[config.mk]
export PLATFORM = sky130hd
export DESIGN_NAME = rv_debug_access
export DESIGN_NICKNAME = d
export VERILOG_FILES = /design/src/rtl/rv_debug_access.sv
export SDC_FILE = /design/constraint.sdc
export NUM_CORES = 1
export LEC_CHECK = 0
export CAP_MARGIN = 20
export CELL_PAD_IN_SITES_DETAIL_PLACEMENT = 1
export CELL_PAD_IN_SITES_GLOBAL_PLACEMENT = 1
export CORE_ASPECT_RATIO = 0.5
export CORE_MARGIN = 2
export CORE_UTILIZATION = 30
export CTS_CLUSTER_SIZE = 16
export DETAILED_ROUTE_END_ITERATION = 16
export GPL_ROUTABILITY_DRIVEN = 0
export PLACE_DENSITY_LB_ADDON = 0.1
export RECOVER_POWER = 100
export SYNTH_ARGS = -nofsm -noshare
export SYNTH_HDL_FRONTEND = slang
export SYNTH_SLANG_ARGS = --single-unit
[constraint.sdc]
create_clock -name clock -period 3.1 [get_ports clock]
set_input_delay 0.31 -clock clock [delete_from_list [all_inputs] [get_ports clock]]
set_output_delay 0.31 -clock clock [all_outputs]
set_load 0.01 [all_outputs]
[src/rtl/rv_debug_access.sv]
// rv_debug_access: halts the core and serves debug reads/writes of memories, register file and PC.
// Define RV_DEBUG_PC_WRITE_EN to allow PC writes; otherwise they are rejected as invalid.
module rv_debug_access #(
  parameter int XLEN         = 32,
  parameter int ADDR_WIDTH   = 32,
  parameter int REG_COUNT    = 32,
  parameter int HALT_TIMEOUT = 64
) (
  input  logic                          clock,
  input  logic                          reset,
  input  logic                          req_valid,
  output logic                          req_ready,
  input  logic                          req_write,
  input  logic [1:0]                    req_target,
  input  logic [ADDR_WIDTH-1:0]         req_addr,
  input  logic [$clog2(XLEN/8):0]       req_size,
  input  logic [XLEN-1:0]               req_wdata,
  output logic                          resp_valid,
  input  logic                          resp_ready,
  output logic [XLEN-1:0]               resp_rdata,
  output logic                          resp_err,
  output logic                          halt_req,
  input  logic                          halted,
  output logic                          mem_en,
  output logic                          mem_we,
  output logic                          mem_sel_inst,
  output logic [ADDR_WIDTH-1:0]         mem_addr,
  output logic [7:0]                    mem_wdata,
  input  logic [7:0]                    mem_rdata,
  output logic                          reg_we,
  output logic [$clog2(REG_COUNT)-1:0]  reg_addr,
  output logic [XLEN-1:0]               reg_wdata,
  input  logic [XLEN-1:0]               reg_rdata,
  input  logic [XLEN-1:0]               pc_rdata,
  output logic                          pc_we,
  output logic [XLEN-1:0]               pc_wdata
);
  localparam int NB = XLEN / 8;
  localparam int SW = $clog2(NB) + 1;
  localparam int CW = $clog2(HALT_TIMEOUT + 1);
  localparam logic [1:0] IDLE = 2'd0, HALTING = 2'd1, ACCESS = 2'd2, RESP = 2'd3;
  localparam logic [1:0] T_INST = 2'd1, T_REG = 2'd2, T_PC = 2'd3;
  logic [1:0]            state_q, state_d, target_q, target_d;
  logic                  write_q, write_d, err_q, err_d;
  logic [ADDR_WIDTH-1:0] addr_q, addr_d;
  logic [SW-1:0]         size_q, size_d, idx_q, idx_d;
  logic [XLEN-1:0]       wdata_q, wdata_d, rdata_q, rdata_d;
  logic [CW-1:0]         cnt_q, cnt_d;
  logic                  is_mem, acc, done, bad_size, bad_reg, bad_pc;
  assign is_mem   = !target_q[1];
  assign acc      = state_q == ACCESS;
  assign done     = !is_mem || idx_q == size_q - SW'(write_q);
  assign bad_size = !req_target[1] && (req_size == '0 || req_size > SW'(NB));
  assign bad_reg  = req_target == T_REG && req_addr >= ADDR_WIDTH'(REG_COUNT);
`ifdef RV_DEBUG_PC_WRITE_EN
  assign bad_pc   = 1'b0;
  assign pc_we    = acc && target_q == T_PC && write_q;
`else
  assign bad_pc   = req_target == T_PC && req_write;
  assign pc_we    = 1'b0;
`endif
  always_comb begin
    state_d  = state_q;
    target_d = target_q;
    write_d  = write_q;
    addr_d   = addr_q;
    size_d   = size_q;
    wdata_d  = wdata_q;
    rdata_d  = rdata_q;
    err_d    = err_q;
    cnt_d    = cnt_q;
    idx_d    = idx_q;
    case (state_q)
      IDLE: if (req_valid) begin
        target_d = req_target;
        write_d  = req_write;
        addr_d   = req_addr;
        size_d   = req_size;
        wdata_d  = req_wdata;
        rdata_d  = '0;
        err_d    = bad_size || bad_reg || bad_pc;
        cnt_d    = '0;
        idx_d    = '0;
        state_d  = (bad_size || bad_reg || bad_pc) ? RESP : HALTING;
      end
      HALTING: begin
        cnt_d = cnt_q + CW'(1);
        if (halted) state_d = ACCESS;
        else if (cnt_q == CW'(HALT_TIMEOUT)) begin
          err_d   = 1'b1;
          state_d = RESP;
        end
      end
      ACCESS: begin
        idx_d = idx_q + SW'(1);
        // memory read data lags its strobe by one cycle, so lane idx-1 lands now
        if (is_mem && !write_q && idx_q != '0)
          rdata_d = rdata_q | (XLEN'(mem_rdata) << {idx_q - SW'(1), 3'b000});
        if (!is_mem && !write_q) rdata_d = target_q == T_REG ? reg_rdata : pc_rdata;
        if (done) state_d = RESP;
      end
      default: if (resp_ready) state_d = IDLE;
    endcase
  end
  always_ff @(posedge clock) begin
    if (reset) begin
      state_q  <= IDLE;
      target_q <= '0;
      write_q  <= 1'b0;
      addr_q   <= '0;
      size_q   <= '0;
      wdata_q  <= '0;
      rdata_q  <= '0;
      err_q    <= 1'b0;
      cnt_q    <= '0;
      idx_q    <= '0;
    end else begin
      state_q  <= state_d;
      target_q <= target_d;
      write_q  <= write_d;
      addr_q   <= addr_d;
      size_q   <= size_d;
      wdata_q  <= wdata_d;
      rdata_q  <= rdata_d;
      err_q    <= err_d;
      cnt_q    <= cnt_d;
      idx_q    <= idx_d;
    end
  end
  assign req_ready    = state_q == IDLE;
  assign resp_valid   = state_q == RESP;
  assign resp_rdata   = rdata_q;
  assign resp_err     = err_q;
  assign halt_req     = state_q != IDLE;
  assign mem_en       = acc && is_mem && idx_q < size_q;
  assign mem_we       = mem_en && write_q;
  assign mem_sel_inst = target_q == T_INST;
  assign mem_addr     = addr_q + ADDR_WIDTH'(idx_q);
  assign mem_wdata    = 8'(wdata_q >> {idx_q, 3'b000});
  assign reg_addr     = addr_q[$clog2(REG_COUNT)-1:0];
  assign reg_we       = acc && target_q == T_REG && write_q && reg_addr != '0;
  assign reg_wdata    = wdata_q;
  assign pc_wdata     = wdata_q;
endmodule
Word level (Yosys, flattened, before mapping) --
Index checks and enable logic that the tools add are counted.
Cells by class: $add $sub $neg 5, order comparisons 3, eq/ne operators 15, bitwise operators 1, muxes and demuxes 20, reduce and logical (&&, ||, !) cells 33, shift operators 2
Operators by type and width (number):
- 2-to-1 mux 32 bit | 4
- case mux 32 bit (2 select lines) | 1
- adder 32 x 3 -> 32 bit | 1
- greater-or-equal comparator 32 x 6 -> 1 bit (second input constant) | 1
- bitwise OR 32 bit | 1
- << shifter 8 x 6 -> 32 bit | 1
- right shift 32 x 6 -> 8 bit | 1
- case mux 7 bit (2 select lines) | 1
- logical AND 1 bit | 12
- 2-to-1 mux 2 bit | 6
- == test 2 bit (second input constant) | 5
- AND reduction 4 bit | 2
- adder 7 x 1 -> 7 bit (second input constant) | 1
- == test 7 bit (second input constant) | 1
- 2-to-1 mux 7 bit | 1
- inequality test 2 bit (second input constant) | 3
- case mux 2 bit (3 select lines) | 1
- case mux 3 bit (2 select lines) | 1
- AND reduction 2 bit | 3
- nonzero test 2 bit | 3
- nonzero test 5 bit | 1
- == test 2 x 1 -> 1 bit (second input constant) | 2
- logical OR 1 bit | 4
- nonzero test 4 bit | 1
- other kinds (17) | 21
Word-level totals: bits in registers 115, bits of input ports 147

Logic depth before layout (Yosys ltp) --
depth after elaboration 8, mapped depth 10, gate-level depth less buffers 8

Worst setup path after synthesis --
No wires, ideal clock.
kind flip-flop to output port, start register idx_q[1], end output mem_addr[16], stages on the path, launching flop included 9, slack 0.552 ns, arrival 2.238 ns, buffers on the path 1, cell sequence dfxtp_1 -> buf_2 -> inv_1 -> fa_1 -> nor2b_1 -> o21ai_1 -> or3_1 -> nor2_1 -> xor2_1
On the way: word-level cells in the longest chain between the ends 1
Ends and longest elaborated chain:
- start: declaration | line 46 | logic [SW-1:0] size_q, size_d, idx_q, idx_d;
- start signal: assignment | line 127 | idx_q <= idx_d;
- adder 32 x 3 -> 32 bit | line 138 | assign mem_addr = addr_q + ADDR_WIDTH'(idx_q);
- end: declaration | line 27 | output logic [ADDR_WIDTH-1:0] mem_addr,
Every way passes these cells.

Worst setup path in the final report --
start register idx_q[1], end output mem_addr[17]
The elaborated chain is that of the path after synthesis.

==> results.py <==
metrics = {
    "sta": {
        "skew_ps": 7.35,
        "worst_pin_slew_ps": 646,
        "fmax_ghz": 0.340,
        "hold_viol": 0,
        "setup_viol": 0,
        "finalCriticalPeriod_ps": 2940,
        "max-slew-margin-rel_pct": 56.7,
        "fin_crit_sh_pct": 94.9,
        "slew_viol_final": 0,
    },
    "hold_path": {
        "hold_path.class": "in -> reg",
        "hold_depth": 2,
        "hp-start": "reset",
        "hold_path_end": "cnt_q[0]$_SDFFE_PP0P_",
    },
    "routing": {
        "drt_iter0_drc": 254,
        "wl_met2_mm": 12.0,
        "route.met3.wl_mm": 1.30,
        "met1Wirelength_mm": 11.3,
        "drtAntennaViolNets": 0,
        "first_pass_iters": 4,
        "drc": 0,
        "vias": 6536,
        "viasPerCell": 4.81,
        "wl_per_cell_um": 18.2,
        "routed.top_layer": "met4",
        "drt-total-wl_mm": 24.8,
    },
    "synth": {
        "syn-num-nets": 966,
        "yosys.area.top_type": "dfxtp_1",
        "ys_top_cells_by_area": "dfxtp_1 (35%), nand2_1 (8.9%), a21oi_1 (8.1%), mux2_2 (5.4%), buf_4 (4.4%)",
        "synth_edf_count": 0,
        "ys_ff_latch": 115,
        "syn_avg_cell_area_um2": 8.30,
        "post-synth-top-area-fraction_pct": 34.6,
        "async_flop_share_pct": 0,
        "syn_area_mm2": 0.00665,
        "syn_inst": 802,
        "synth-main-ff-cell": "dfxtp_1",
        "ys_warn_count": 0,
        "ys_seq_area_share_pct": 34.6,
        "netlist-cell-type-count": 61,
    },
    "grt": {
        "antenna_found_initial": 0,
        "grt_overflow": 0,
        "grtUsageTotal_pct": 20.9,
        "grt_max_degree": 65,
        "grt_pass1_vias": 6898,
        "grt_first_pass_wirelength_mm": 38.1,
    },
    "cts": {
        "cts_tree": "done",
        "clock_latency_ps": 420,
        "hold_buffers": 0,
        "cts-root-buf": "clkbuf_16",
        "cts_buffers": 17,
        "clkSinkCount": 115,
        "htree_levels": 4,
        "clockBufferDepth": 2,
        "clk_pin_slew_worst_paths_ps": 60,
    },
    "cells_and_area": {
        "drive_gt1_share_pct": 12.1,
        "design_area_mm2": 0.0103,
        "final_common_cell": "clkdlybuf4s50_1",
        "num_antenna_cells": 0,
        "area_growth_pct": 54.6,
        "most-common-layout-cells": "clkdlybuf4s50_1 (233), nand2_1 (156), dfxtp_1 (114), a21oi_1 (108), dlygate4sd3_1 (39)",
        "finalNonFillerCells": 1360,
        "nNetsFinal": 1211,
    },
    "status": {
        "status": "completed",
    },
    "power": {
        "switchingPower_mw": 2.37,
        "power_density_mw_per_mm2": 646,
        "seqPwrFrac_pct": 29.2,
        "p_int_mw": 4.28,
        "p_sw_share_pct": 35.6,
        "peakVddDrop_v": 0.000308,
        "p_comb_share_pct": 39.3,
        "clkPwrFrac_pct": 31.5,
        "leakagePower_nw": 4.15,
    },
    "setup_path": {
        "worstSetupEndpointType": "output port",
        "worst-setup-path-type": "reg -> out",
        "crit_path_start_kind": "flop",
        "timing.rr.start": "idx_q[0]$_SDFFE_PP0P_",
        "arrival_ps": 2630,
        "required_ps": 2790,
        "r2r_slack_ps": 510,
        "path_max_fanout": 13,
        "regToRegEndpoint": "resp_rdata[10]$_SDFFE_PP0P_",
        "reg2regPathDepth": 8,
    },
    "die": {
        "start_util_pct": 30.6,
        "rows": 38,
        "die_w_um": 215,
        "die_y_um": 109,
        "dieArea_mm2": 0.0235,
        "coreArea_mm2": 0.0217,
        "io_pins": 297,
    },
    "place": {
        "placed_area_mm2": 0.00956,
        "place_hpwl_mm": 18.4,
        "io_buffers": 295,
        "place_inst": 1319,
    },
    "run": {
        "cap_violations": 0,
    },
}
[worst max-delay path, cell delays in order (launching register included)]
cell	delay, ps
dfxtp_1	330
buf_12	160
ha_1	300
a211o_1	160
o211ai_1	90
buf_4	190
nor3_2	240
buf_4	150
nand4_1	110
xnor2_1	170
dlygate4sd2_1	300
[how the worst max path moves through the flow]
stage,start,to,slack [ps],depth (start not counted)
after CTS,addr_q[0]$_SDFFE_PP0P_,mem_addr[30],10,10
after global placement,addr_q[0]$_SDFFE_PP0P_,mem_addr[16],130,9
after detailed placement,addr_q[0]$_SDFFE_PP0P_,mem_addr[16],50,9
final,idx_q[1]$_SDFFE_PP0P_,mem_addr[17],160,10
after floorplan,idx_q[1]$_SDFFE_PP0P_,mem_addr[16],550,8
after global routing,idx_q[0]$_SDFFE_PP0P_,mem_addr[24],-10,10
[repair_timing]
action | CTS | global route
gates resized for setup | 28 | 20
hold endpoints to repair | 0 | 0
setup endpoints to repair | 23 | 15
buffers inserted | 5 | 4
pin swaps | 2 | 4
[per-layer routing]
metal	up-vias	GRT usage (%)
met1	3125	25.8
met2	141	36.5
li1	3259	-
met4	0	4.96
met5	-	0
met3	11	6.17
[power by group through the flow]
stage	clock [mW]	combinational (mW)	sequential, mW
floorplan	0	1.58	1.93
global placement	0	2.64	1.96
detailed placement	0	2.68	1.97
CTS	2.14	2.67	1.94
global route	2.21	2.87	1.97
finish	2.09	2.61	1.94
[logic make-up after synthesis]
family | after synthesis | synth area share [%]
simple gates | 254 | 18.9
compound gates | 230 | 20.8
flops | 115 | 34.6
buf+inv | 106 | 8.82
mux | 41 | 8.28
xor+xnor | 38 | 5.21
fa+ha+maj | 17 | 3.31
other cells | 1 | 0.0564
[per-stage QoR]
| step | TNS (ps) | power (mW) | setup slack (ps) | hold slack [ps] | utilization [%] |
|---|---|---|---|---|---|
| after floorplan | 0 | 3.51 | 552 | 436 | - |
| after detailed placement | 0 | 4.65 | 46.2 | 455 | 44.0 |
| final | 0 | 6.64 | 158 | 382 | 47.3 |
| after CTS | 0 | 6.75 | 10.2 | 367 | 47.1 |
| after global routing | -12.3 | 7.05 | -12.3 | 399 | 47.3 |
| after global placement | 0 | 4.59 | 128 | 450 | 44.0 |
[flip-flops by register name, indices dropped and copies added, names as in the netlist]
name,flops
target_q,2
cnt_q,7
write_q,1
resp_err,1
size_q,3
resp_rdata,32
idx_q,3
addr_q,32
pc_wdata,32
state_q,2
[Yosys cell counts (all sizes together) (3+ instances only)]
library cell / n
xnor2: 24
ha: 16
nor2: 19
a211oi: 34
and2: 3
or3: 3
dfxtp: 115
nor4: 8
nand4: 10
nand2b: 3
nor2b: 12
inv: 15
nor3: 9
o21ai: 36
and4: 4
nand2: 157
buf: 55
mux2: 32
xor2: 13
a21oi: 111
mux4: 8
and3: 6
a21o: 35
nand3: 11
clkbuf: 35
[cell type report]
class / instances / area [um^2]
Fill cell: 2522 / 11400
Multi-Input combinational cell: 581 / 3820
Timing Repair Buffer: 317 / 3110
Sequential cell: 115 / 2300
Clock buffer: 22 / 464
Tap cell: 300 / 375
Clock inverter: 10 / 155
Inverter: 15 / 56.3
Power figures use the tool's default switching activity.
